$ cat src/rtl/controlpath_multiciclo.sv
// controlpath_multiciclo: multicycle MIPS32 control FSM with memory-ready timeout and sticky fault code.
// Optional feature macro CTRL_IMM_EN: decode addi/andi/ori/slti through IMMEX/IMMWB.
module controlpath_multiciclo #(
  parameter int unsigned MEM_TIMEOUT = 16
) (
  input  logic       clk,
  input  logic       rst_n,
  input  logic [5:0] instruccion,
  input  logic [5:0] CampoFuncion,
  input  logic       zero,
  input  logic       memListo,
  output logic       EscrPC,
  output logic       IoD,
  output logic       LeerMem,
  output logic       EscrMem,
  output logic       EscrIR,
  output logic       MemaReg,
  output logic       RegDest,
  output logic       EscrReg,
  output logic       FuenteALUA,
  output logic [1:0] FuenteALUB,
  output logic [1:0] FuentePC,
  output logic [2:0] controldeALU,
  output logic [3:0] estado,
  output logic [1:0] fallo
);

  typedef enum logic [3:0] {
    IDLE   = 4'd0,
    FETCH  = 4'd1,
    DECODE = 4'd2,
    MEMADR = 4'd3,
    MEMRD  = 4'd4,
    MEMWB  = 4'd5,
    MEMWR  = 4'd6,
    EXEC   = 4'd7,
    RWB    = 4'd8,
    BRANCH = 4'd9,
    JUMP   = 4'd10,
    IMMEX  = 4'd11,
    IMMWB  = 4'd12,
    TRAP   = 4'd13
  } estadoT;

  typedef struct packed {
    logic       ioD;
    logic       leerMem;
    logic       escrMem;
    logic       memaReg;
    logic       regDest;
    logic       escrReg;
    logic       fuenteALUA;
    logic       pcJump;
    logic [1:0] fuenteALUB;
    logic [1:0] fuentePC;
    logic [2:0] alu;
  } ctrlT;

  localparam logic [5:0] OpRtype = 6'b000000;
  localparam logic [5:0] OpLw    = 6'b100011;
  localparam logic [5:0] OpSw    = 6'b101011;
  localparam logic [5:0] OpBeq   = 6'b000100;
  localparam logic [5:0] OpJ     = 6'b000010;
`ifdef CTRL_IMM_EN
  localparam logic [5:0] OpAddi  = 6'b001000;
  localparam logic [5:0] OpAndi  = 6'b001100;
  localparam logic [5:0] OpOri   = 6'b001101;
  localparam logic [5:0] OpSlti  = 6'b001010;
`endif

  localparam logic [2:0] AluAdd = 3'b010;
  localparam logic [2:0] AluSub = 3'b110;
  localparam logic [2:0] AluAnd = 3'b000;
  localparam logic [2:0] AluOr  = 3'b001;
  localparam logic [2:0] AluSlt = 3'b111;

  localparam logic [1:0] FalloIlegal  = 2'b01;
  localparam logic [1:0] FalloTimeout = 2'b10;

  localparam logic [7:0] TimeoutUltimo = 8'(MEM_TIMEOUT - 1);

  estadoT     estadoQ, estadoSig;
  logic [7:0] cuentaQ, cuentaSig;
  logic [1:0] falloQ, falloSig;
  ctrlT       ctrlQ;
  logic [2:0] immAlu;

  function automatic logic functValid(input logic [5:0] f);
    case (f)
      6'b100000, 6'b100010, 6'b100100, 6'b100101, 6'b101010: functValid = 1'b1;
      default:                                                functValid = 1'b0;
    endcase
  endfunction

  function automatic logic [2:0] aluFromFunct(input logic [5:0] f);
    case (f)
      6'b100010: aluFromFunct = AluSub;
      6'b100100: aluFromFunct = AluAnd;
      6'b100101: aluFromFunct = AluOr;
      6'b101010: aluFromFunct = AluSlt;
      default:   aluFromFunct = AluAdd;
    endcase
  endfunction

`ifdef CTRL_IMM_EN
  function automatic logic [2:0] aluFromOpcode(input logic [5:0] op);
    case (op)
      OpAndi:  aluFromOpcode = AluAnd;
      OpOri:   aluFromOpcode = AluOr;
      OpSlti:  aluFromOpcode = AluSlt;
      default: aluFromOpcode = AluAdd;
    endcase
  endfunction

  assign immAlu = aluFromOpcode(instruccion);
`else
  assign immAlu = AluAdd;
`endif

  // Outputs are registered from the state being entered, so they line up with estadoQ.
  function automatic ctrlT ctrlFor(input estadoT s, input logic [5:0] f, input logic [2:0] iAlu);
    ctrlT c;
    c = '0;
    case (s)
      FETCH: begin
        c.leerMem    = 1'b1;
        c.fuenteALUB = 2'b01;
        c.alu        = AluAdd;
      end
      DECODE: begin
        c.fuenteALUB = 2'b11;
        c.alu        = AluAdd;
      end
      MEMADR: begin
        c.fuenteALUA = 1'b1;
        c.fuenteALUB = 2'b10;
        c.alu        = AluAdd;
      end
      MEMRD: begin
        c.leerMem = 1'b1;
        c.ioD     = 1'b1;
      end
      MEMWB: begin
        c.escrReg = 1'b1;
        c.memaReg = 1'b1;
      end
      MEMWR: begin
        c.escrMem = 1'b1;
        c.ioD     = 1'b1;
      end
      EXEC: begin
        c.fuenteALUA = 1'b1;
        c.alu        = aluFromFunct(f);
      end
      RWB: begin
        c.escrReg = 1'b1;
        c.regDest = 1'b1;
      end
      BRANCH: begin
        c.fuenteALUA = 1'b1;
        c.alu        = AluSub;
        c.fuentePC   = 2'b01;
      end
      JUMP: begin
        c.fuentePC = 2'b10;
        c.pcJump   = 1'b1;
      end
      IMMEX: begin
        c.fuenteALUA = 1'b1;
        c.fuenteALUB = 2'b10;
        c.alu        = iAlu;
      end
      IMMWB: c.escrReg = 1'b1;
      default: ;
    endcase
    return c;
  endfunction

  always_comb begin
    estadoSig = estadoQ;
    cuentaSig = cuentaQ;
    falloSig  = falloQ;
    case (estadoQ)
      IDLE: estadoSig = FETCH;
      FETCH, MEMRD, MEMWR: begin
        // A ready on the last allowed cycle still completes normally.
        if (memListo) begin
          case (estadoQ)
            FETCH:   estadoSig = DECODE;
            MEMRD:   estadoSig = MEMWB;
            default: estadoSig = FETCH;
          endcase
        end else if (cuentaQ == TimeoutUltimo) begin
          estadoSig = TRAP;
          falloSig  = FalloTimeout;
        end else begin
          cuentaSig = cuentaQ + 8'd1;
        end
      end
      DECODE: begin
        case (instruccion)
          OpRtype:     estadoSig = EXEC;
          OpLw, OpSw:  estadoSig = MEMADR;
          OpBeq:       estadoSig = BRANCH;
          OpJ:         estadoSig = JUMP;
`ifdef CTRL_IMM_EN
          OpAddi, OpAndi, OpOri, OpSlti: estadoSig = IMMEX;
`endif
          default: begin
            estadoSig = TRAP;
            falloSig  = FalloIlegal;
          end
        endcase
      end
      MEMADR: estadoSig = (instruccion == OpSw) ? MEMWR : MEMRD;
      EXEC: begin
        if (functValid(CampoFuncion)) begin
          estadoSig = RWB;
        end else begin
          estadoSig = TRAP;
          falloSig  = FalloIlegal;
        end
      end
      MEMWB, RWB, BRANCH, JUMP, IMMWB: estadoSig = FETCH;
      IMMEX: estadoSig = IMMWB;
      TRAP:  estadoSig = TRAP;
      default: estadoSig = IDLE;
    endcase
    if (estadoSig != estadoQ &&
        (estadoSig == FETCH || estadoSig == MEMRD || estadoSig == MEMWR)) begin
      cuentaSig = '0;
    end
  end

  always_ff @(posedge clk or negedge rst_n) begin
    if (!rst_n) begin
      estadoQ <= IDLE;
      cuentaQ <= '0;
      falloQ  <= '0;
      ctrlQ   <= '0;
    end else begin
      estadoQ <= estadoSig;
      cuentaQ <= cuentaSig;
      falloQ  <= falloSig;
      ctrlQ   <= ctrlFor(estadoSig, CampoFuncion, immAlu);
    end
  end

  assign EscrIR       = (estadoQ == FETCH) & memListo;
  assign EscrPC       = ((estadoQ == FETCH) & memListo) | ((estadoQ == BRANCH) & zero) | ctrlQ.pcJump;
  assign IoD          = ctrlQ.ioD;
  assign LeerMem      = ctrlQ.leerMem;
  assign EscrMem      = ctrlQ.escrMem;
  assign MemaReg      = ctrlQ.memaReg;
  assign RegDest      = ctrlQ.regDest;
  assign EscrReg      = ctrlQ.escrReg;
  assign FuenteALUA   = ctrlQ.fuenteALUA;
  assign FuenteALUB   = ctrlQ.fuenteALUB;
  assign FuentePC     = ctrlQ.fuentePC;
  assign controldeALU = ctrlQ.alu;
  assign estado       = estadoQ;
  assign fallo        = falloQ;

endmodule

$ cat config.mk
export PLATFORM = sky130hd
export DESIGN_NAME = controlpath_multiciclo
export DESIGN_NICKNAME = d
export VERILOG_FILES = /design/src/rtl/controlpath_multiciclo.sv
export SDC_FILE = /design/constraint.sdc
export NUM_CORES = 1
export LEC_CHECK = 0
export BUFFER_PORTS_ARGS = -buffer_cell sky130_fd_sc_hd__buf_2
export CAP_MARGIN = 20
export CORE_ASPECT_RATIO = 2
export CORE_MARGIN = 8
export CORE_UTILIZATION = 50
export CTS_CLUSTER_DIAMETER = 30
export DETAILED_ROUTE_END_ITERATION = 7
export HOLD_SLACK_MARGIN = 0.1
export PLACE_DENSITY_LB_ADDON = 0.12
export SYNTH_ARGS = -nofsm -noshare
export SYNTH_HDL_FRONTEND = slang
export SYNTH_SLANG_ARGS = --single-unit
$ cat constraint.sdc
create_clock -name clk -period 7.65 [get_ports clk]
set_clock_uncertainty 0.15 [all_clocks]
set_input_delay 1.1475 -clock clk [delete_from_list [all_inputs] [get_ports clk]]
set_output_delay 1.1475 -clock clk [all_outputs]
set_load 0.02 [all_outputs]
Word-level counts from Yosys, hierarchy flattened

Index checks and enable logic that the tools add are counted.

Bits in registers: 29
Input bits: 16
Word-level logic and storage cells: 111
Output and inout port bits: 22

Muxes and demuxes: 30
Equal/unequal tests: 42
Reduce and logical (&&, ||, !) cells: 20
Add/subtract/negate cells: 1
Bitwise logic cells: 4

Operators by type and width:

| cell                                           | count |
|---|---|
| == test 4 bit (second input constant)          | 11 |
| == test 6 bit (second input constant)          | 7 |
| == test 4 x 3 -> 1 bit (second input constant) | 8 |
| two-way mux 8 bit                              | 4 |
| case mux 4 bit (7 select lines)                | 1 |
| == test 4 x 2 -> 1 bit (second input constant) | 4 |
| case mux 4 bit (4 select lines)                | 1 |
| case mux 2 bit (3 select lines)                | 2 |
| case mux 3 bit (4 select lines)                | 1 |
| two-way mux 1 bit                              | 10 |
| two-way mux 2 bit                              | 5 |
| OR reduction 5 bit                             | 2 |
| case mux 3 bit (3 select lines)                | 1 |
| adder 8 x 1 -> 8 bit (second input constant)   | 1 |
| == test 4 x 1 -> 1 bit (second input constant) | 2 |
| == test 8 x 4 -> 1 bit (second input constant) | 1 |
| two-way mux 4 bit                              | 2 |
| inequality test 2 bit (second input constant)  | 4 |
| OR reduction 2 bit                             | 4 |
| OR reduction 4 bit                             | 2 |
| == test 6 x 2 -> 1 bit (second input constant) | 1 |
| == test 6 x 3 -> 1 bit (second input constant) | 1 |
| zero test 6 bit                                | 1 |
| case mux 3 bit (2 select lines)                | 1 |
| other kinds (15)                               | 20 |

Depth between registers and ports, before layout

Gate-level depths: netlist (run 1).

Depth after elaboration: 12
Depth in mapped cells: 9
Mapped depth without buffers: 8

Worst setup path after synthesis (run 1)

No wires, ideal clock.

Kind: in2reg
Start point: in CampoFuncion[5]
End point: reg cuentaQ[3]
Path slack: 4,264 ps
Stages: 7
Path buffers: 1
Setup time: 86 ps
Required time: 7,414 ps
Data arrival time: 3,150 ps
Cell sequence: nor2b_1 -> a311oi_1 -> nor4_1 -> a31oi_1 -> or4_4 -> buf_6 -> o221ai_2

Word-level cells in the longest chain between the ends: 12
Elaborated cells between the ends (all ways): 22
Those cells by class: 11 x eq/ne; 5 x mux; 6 x reduce/logical

RTL lines:

| element                                                                               | line | RTL |
|---|---|---|
| start, declared                                                                       | 9    | `input logic [5:0] CampoFuncion,` |
| == test 6 bit                                                                         | 89   | `case (f)` |
| OR reduction 5 bit (*)                                                                | 89   |  |
| two-way mux 1 bit (*)                                                                 | 89   |  |
| two-way mux 1 bit (*)                                                                 | 183  | `case (estadoQ)` |
| two-way mux 3 bit (*)                                                                 | 217  | `if (functValid(CampoFuncion)) begin` |
| case mux 4 bit (7 select lines) (*)                                                   | 183  |  |
| == test 4 x 1 -> 1 bit / == test 4 x 3 -> 1 bit (equally long branches)               | 230  | `(estadoSig == FETCH \|\| estadoSig == MEMRD \|\| estadoSig == MEMWR)) begin` |
| logical OR 1 bit (2 in a row)                                                         | 230  |  |
| logical AND 1 bit (*)                                                                 | 229  | `if (estadoSig != estadoQ &&` |
| inequality test 2 x 1 -> 1 bit (no line) / nonzero test 2 bit (equally long branches) | --   |  |
| AND reduction 3 bit (no line)                                                         | --   |  |
| end signal, assigned                                                                  | 243  | `cuentaQ <= cuentaSig;` |
| end, declared                                                                         | 83   | `logic [7:0] cuentaQ, cuentaSig;` |

Every way passes the cells marked *; elsewhere a longest branch is shown, timed or not. The select of a mux whose other input is x is not followed.
A chain may end at the register's enable or synchronous reset.

Final worst setup path (run 1)

Start point: in CampoFuncion[4]
End point: reg cuentaQ[7]

Same word-level chain as after synthesis.

==> results.cfg, run 1 <==
[status]
status = completed

[global_route]
gr-total-overflow = 0
grt_pass1_wl_mm = 7.40
grt_usage = 0.158
antenna_found_initial = 0
grt_pass1_vias = 1616
grt_max_degree = 30

[setup_path]
r2r-start = cuentaQ[0]
worstPathRequired_ns = 7.62
endpoint_kind = register
worst_r2r_path_depth = 7
path_class = primary input to register
crit_fanout = 8
ff2ff_setup_slack_ns = 4.34
crit_start = CampoFuncion[4]
start_kind = primary input
reg2reg_to = cuentaQ[7]
arrival_ns = 3.63

[logic_synthesis]
synth_edf_count = 0
async_reset_ff_frac = 1.00
yosysMostFrequentCell = dfrtp_1
ys_seq_area_frac = 0.401
syn-num-nets = 211
synthFlopType = dfrtp_1
synth_cell_types = 52
syn_area_per_cell_um2 = 9.34
yosys.area.top_type_share = 0.401
ys_top_cells_by_area = dfrtp_1 40%, a21oi_1 4.1%, nand2_1 3.7%, buf_4 3.3%, nor2_1 2.9%
synth_area_leader_cell = dfrtp_1
synthCells = 194
synth-seq-cells = 29
yosys_warnings = 0
syn_area_um2 = 1810
ys_top_cells_by_count = 29 x dfrtp_1, 18 x nand2_1, 15 x a21oi_1

[floorplan]
floorplan.initialDensity = 0.513
row_count = 31
core_um2 = 3530
pin_count = 38
die_height_um = 101
dieArea_um2 = 5920
fp.dieW_um = 58.6

[place]
place_congestion = 0.851
dp_hpwl_mm = 3.15
place_ws_ns = 3.79
dp.cells = 265
io_buffers = 37

[routing]
ant_nets = 0
drt-initial-drc-count = 49
drc = 0
dr.pass1.iters = 4
wl_mm = 4.27
vias = 1576
wl_per_cell_um = 15.6
viasPerCell = 5.77

[clock_network]
cts_buffer_depth = 2
h-tree-depth = 2
holdBufCountCts = 0
clock_latency_ns = 0.28
path_clk_slew_ns = 0.06
cts_setup_buffers = 0
cts_tree = done
root_buffer = clkbuf_8
cts-buffers-inserted = 5
cts_num_sinks = 29
cts_resized = 0

[timing]
tightest_slew_ns = 0.862
tns_ns = 0
fin_crit_ns = 3.65
rsz0062_at_grt = no
clock.fmax_mhz = 274
finalHoldViolations = 0
setup-violations-final = 0
relSlewSlack = 0.420
finalCritPeriodShare = 0.478
slew_violations = 0
postLayoutSetupSlackWorst_ns = 4.00

[cells_and_area]
finalNonFillerCells = 273
final_util = 0.580
diodes = 0
layout-area-overhead-vs-synth_pct = 13.1
drive_gt1_frac = 0.254
final_nets = 240

[worst_hold_path]
hold_path_class = register to register
hold_depth = 2
worstHoldStart = fallo[0]
holdPathEnd = fallo[0]

[power]
p_per_area_nw_per_um2 = 413
power_leakage_uw = 0.000934
ir_drop_uv = 258

[job]
drv_cap = 0
sequential cells by signal, indices dropped and copies added (netlist names), 2 cells and up:
signal,flops
controldeALU,3
FuenteALUB,2
estado,4
FuentePC,2
cuentaQ,8
fallo,2
cell families (layout without fill, tap and decap cells):
| logic type | Yosys count | in the layout | synth area share |
|---|---|---|---|
| mux | 3 | 3 | 0.0166 |
| xor+xnor | 7 | 7 | 0.0338 |
| fa+ha+maj | 1 | 1 | 0.00690 |
| simple gates | 79 | 79 | 0.233 |
| flops | 29 | 29 | 0.401 |
| compound gates | 50 | 50 | 0.216 |
| buf+inv | 25 | 55 | 0.0925 |
stage by stage:
step	cell area [µm²]	total power, µW	hold WS (ns)
after floorplan	1810	604	0.375
after global placement	1930	673	0.341
after detailed placement	1930	680	0.343
after CTS	2050	847	0.364
after global routing	2050	911	0.412
final	2050	845	0.355
per-layer routing:
| layer | part of all wire | vias up | GRT usage | wire length [µm] |
|---|---|---|---|---|
| li1 | - | 764 | - | - |
| met1 | 0.39 | 728 | 0.172 | 1680 |
| met2 | 0.48 | 68 | 0.253 | 2050 |
| met3 | 0.082 | 16 | 0.0547 | 349 |
| met4 | 0.042 | 0 | 0.101 | 177 |
| met5 | 0 | - | 0 | 0 |
critical path, cell delays in order:
cell       delay [ns]
buf_2            0.09
nor2b_1          0.30
a311oi_1         0.26
nor4_1           0.76
o2111ai_1        0.22
a21oi_1          0.69
a21oi_1          0.15
where the power goes:
part / leakage [µW] / switching (µW) / internal [µW] / total, µW
clock: 0.0000574 / 61.3 / 106 / 167
sequential: 0.000385 / 54.4 / 203 / 257
combinational: 0.000492 / 275 / 146 / 421
total: 0.000934 / 390 / 455 / 845
final cells by class:
cell class	count	area (µm²)
well taps	49	61.3
multi-input cells	140	918
clock inverters	2	37.5
inverters	10	37.5
flip-flops and latches	29	726
clock buffers	6	82.6
fillers	334	1480
repair buffers	37	185
worst max path at each step:
stage	to	slack, ns	cells past startpoint
2_1_floorplan	cuentaQ[3]	4.26	7
3_3_place_gp	cuentaQ[5]	3.97	7
3_5_place_dp	cuentaQ[7]	3.79	7
4_1_cts	cuentaQ[7]	4.08	7
5_1_grt	cuentaQ[6]	3.65	7
6_report	cuentaQ[7]	4.00	7
cells in the final DEF, fill, tap and decap left out, drive strengths merged, types with 3 or more instances in the layout:
master  netlist  final
nand3         6      6
a21oi        15     15
buf          15     37
mux2i         3      3
a211o         5      5
o221ai        3      3
xor2          5      5
nor3          9      9
nand4         6      6
nand2        18     18
o21ai         6      6
clkbuf        0      6
nand2b        7      7
dfrtp        29     29
or4           4      4
inv           9      9
nor2         14     14
a211oi        3      3
(Power assumes the default switching activity.)
==> run 2, diff against run 1 <==
--- a/config.mk
+++ b/config.mk
@@ -5,11 +5,12 @@
 export SDC_FILE = /design/constraint.sdc
 export NUM_CORES = 1
 export LEC_CHECK = 0
+export ABC_AREA = 1
 export BUFFER_PORTS_ARGS = -buffer_cell sky130_fd_sc_hd__buf_2
 export CAP_MARGIN = 20
 export CORE_ASPECT_RATIO = 2
 export CORE_MARGIN = 8
-export CORE_UTILIZATION = 50
+export CORE_UTILIZATION = 49
 export CTS_CLUSTER_DIAMETER = 30
 export DETAILED_ROUTE_END_ITERATION = 7
 export HOLD_SLACK_MARGIN = 0.1
==> constraint.sdc (replaced) <==
create_clock -name clk -period 3.05 [get_ports clk]
set_clock_uncertainty 0.15 [all_clocks]
set_input_delay 0.4575 -clock clk [delete_from_list [all_inputs] [get_ports clk]]
set_output_delay 0.4575 -clock clk [all_outputs]
set_load 0.02 [all_outputs]
==> results.cfg, run 2 <==
[routing]
drt-initial-drc-count = 38
dr.pass1.iters = 4
vias = 1724
viasPerCell = 5.29
ant_nets = 0
wl_per_cell_um = 14.7
wl_mm = 4.80
drc = 0

[setup_path]
crit_chain = inv_2, nor2_1, nand2_1, nand2_2, nand3_2, nand3_2, nor2_4, nand2_4, nand2_1, nand2_1, nand3_1, a21oi_1
ff2ff_setup_slack_ns = 0.75
crit_top_cell = nand2_1
path_class = register to register
start_kind = register
worstPathRequired_ns = 3.11
worst_r2r_path_depth = 12
reg2reg_to = cuentaQ[6]
crit_fanout = 10
r2r-start = estado[2]
slowest_delay_ns = 0.56
endpoint_kind = register
arrival_ns = 2.36
slowest_stage = dfrtp_1

[logic_synthesis]
yosysMostFrequentCell = nand2_1
synth-seq-cells = 29
synth_area_leader_cell = dfrtp_1
syn_area_um2 = 1830
async_reset_ff_frac = 1.00
synth_cell_types = 28
ys_top_cells_by_area = dfrtp_1 40%, nand2_1 10%, nand3_1 6.8%, nor2_1 6.4%, inv_1 5.1%
synthFlopType = dfrtp_1
synthCells = 240
syn_area_per_cell_um2 = 7.63
yosys_warnings = 0
yosys.area.top_type_share = 0.396
synth_edf_count = 0
ys_top_cells_by_count = 51 x nand2_1, 31 x nor2_1, 29 x dfrtp_1
syn-num-nets = 257
ys_seq_area_frac = 0.396

[power]
switchingPower_uw = 1120
seq_power_share = 0.255
power_leakage_uw = 0.00122
p_sw_frac = 0.503
ir_drop_uv = 653
p_per_area_nw_per_um2 = 1040
power.internal_uw = 1110
p_clk_frac = 0.186
combPwrFrac = 0.559

[cells_and_area]
stdcell_area_um2 = 2140
final_cell_mix = 51 x nand2_1, 37 x buf_2, 31 x nor2_1
final_util = 0.593
final_common_cell = nand2_1
diodes = 0
largest_reg_flops = 8
fillCellCount = 367
largest_register = cuentaQ
layout-area-overhead-vs-synth_pct = 16.9
final_nets = 293
drive_gt1_frac = 0.267

[worst_hold_path]
hold_path_class = primary input to register
hold_depth = 4
holdPathEnd = controldeALU[0]
worstHoldStart = CampoFuncion[1]

[timing]
clock.fmax_mhz = 434
finalHoldViolations = 0
tightest_slew_ns = 0.638
setup-violations-final = 0
rsz0062_at_grt = no
tns_ns = 0
fin_crit_ns = 2.30
slew_violations = 0
finalCritPeriodShare = 0.755
timing.hold.ws_ns = 0.305
relSlewSlack = 0.574
postLayoutSetupSlackWorst_ns = 0.747

[job]
drv_cap = 0

[clock_network]
cts_tree = done
cts_resized = 0
cts-buffers-inserted = 5
cts_setup_buffers = 0
path_clk_slew_ns = 0.06
holdBufCountCts = 1
clock_latency_ns = 0.28
h-tree-depth = 2
cts_buffer_depth = 2
root_buffer = clkbuf_8
cts_num_sinks = 29

[global_route]
grt_usage = 0.175
antenna_found_initial = 0
grt_pass1_wl_mm = 8.05
grt_pass1_vias = 1783
gr-total-overflow = 0
grt_max_degree = 30

[floorplan]
pin_count = 38
dieArea_um2 = 6070
row_count = 31
fp.dieW_um = 59.2
floorplan.initialDensity = 0.507
core_um2 = 3610
die_height_um = 102

[status]
status = completed

[place]
place_congestion = 1.00
dp_hpwl_mm = 3.92
place_ws_ns = 0.792
io_buffers = 37
placed_area_um2 = 2010
## run 2: cell types whose count changed in the layout (fill, tap and decap cells not counted), sizes merged, moves of 4 or more
cell | previous run | this run
nand4 | 6 | 13
nand2b | 7 | 0
a21oi | 15 | 6
or4 | 4 | 0
nand3 | 6 | 33
inv | 9 | 31
nor2 | 14 | 39
a211o | 5 | 0
nor3 | 9 | 4
nand2 | 18 | 56
## run 2: worst max-delay path by stage
stage,start,endpoint,slack [ns]
floorplan,estado[0],cuentaQ[3],1.01
global placement,cuentaQ[1],cuentaQ[6],0.78
detailed placement,cuentaQ[1],cuentaQ[7],0.79
CTS,cuentaQ[1],cuentaQ[6],0.77
global route,estado[2],cuentaQ[6],0.59
finish,estado[2],cuentaQ[6],0.75
## run 2: area by class of cell
| type | instances | area (µm²) | share of cell area |
|---|---|---|---|
| Clock buffer | 6 | 82.6 | 0.0386 |
| Clock inverter | 2 | 37.5 | 0.0175 |
| Inverter | 31 | 116 | 0.0544 |
| Multi-Input combinational cell | 171 | 921 | 0.430 |
| Sequential cell | 29 | 726 | 0.339 |
| Tap cell | 49 | 61.3 | 0.0287 |
| Timing Repair Buffer | 38 | 195 | 0.0912 |
## run 2: cells by family (layout without fill, tap and decap cells)
logic type,count (synthesis),count (layout),synth area share
AND/OR/NAND/NOR,146,146,0.411
XOR/XNOR,6,6,0.0287
AO/OA/AOI/OAI,18,18,0.0567
buffers and inverters,40,77,0.100
adder cells (fa/ha/maj),1,1,0.00683
flip-flops,29,29,0.396
## run 2: per-stage QoR
stage               cells  power, µW
floorplan             240       1530
CTS                   326       2230
finish                326       2230
detailed placement    317       1810
global route          326       2380
global placement      317       1810
## run 2: worst max-delay path: cells and delay by family (launching register included)
| kind | cells | cell delay (ns) |
|---|---|---|
| AND/OR/NAND/NOR | 10 | 1.23 |
| flip-flops | 1 | 0.56 |
| AO/OA/AOI/OAI | 1 | 0.16 |
| buffers and inverters | 1 | 0.12 |
## run 2: routing by layer
layer  wire length, µm  GRT usage
met1              1690      0.153
met3               182     0.0391
met2              2650      0.327
met5                 0          0
met4               273      0.124
## run 2: power groups by stage
stage	clock network [µW]	logic (µW)	registers [µW]
floorplan	0	938	596
global placement	0	1240	571
detailed placement	0	1240	573
CTS	419	1250	567
global route	433	1360	582
finish	415	1250	570
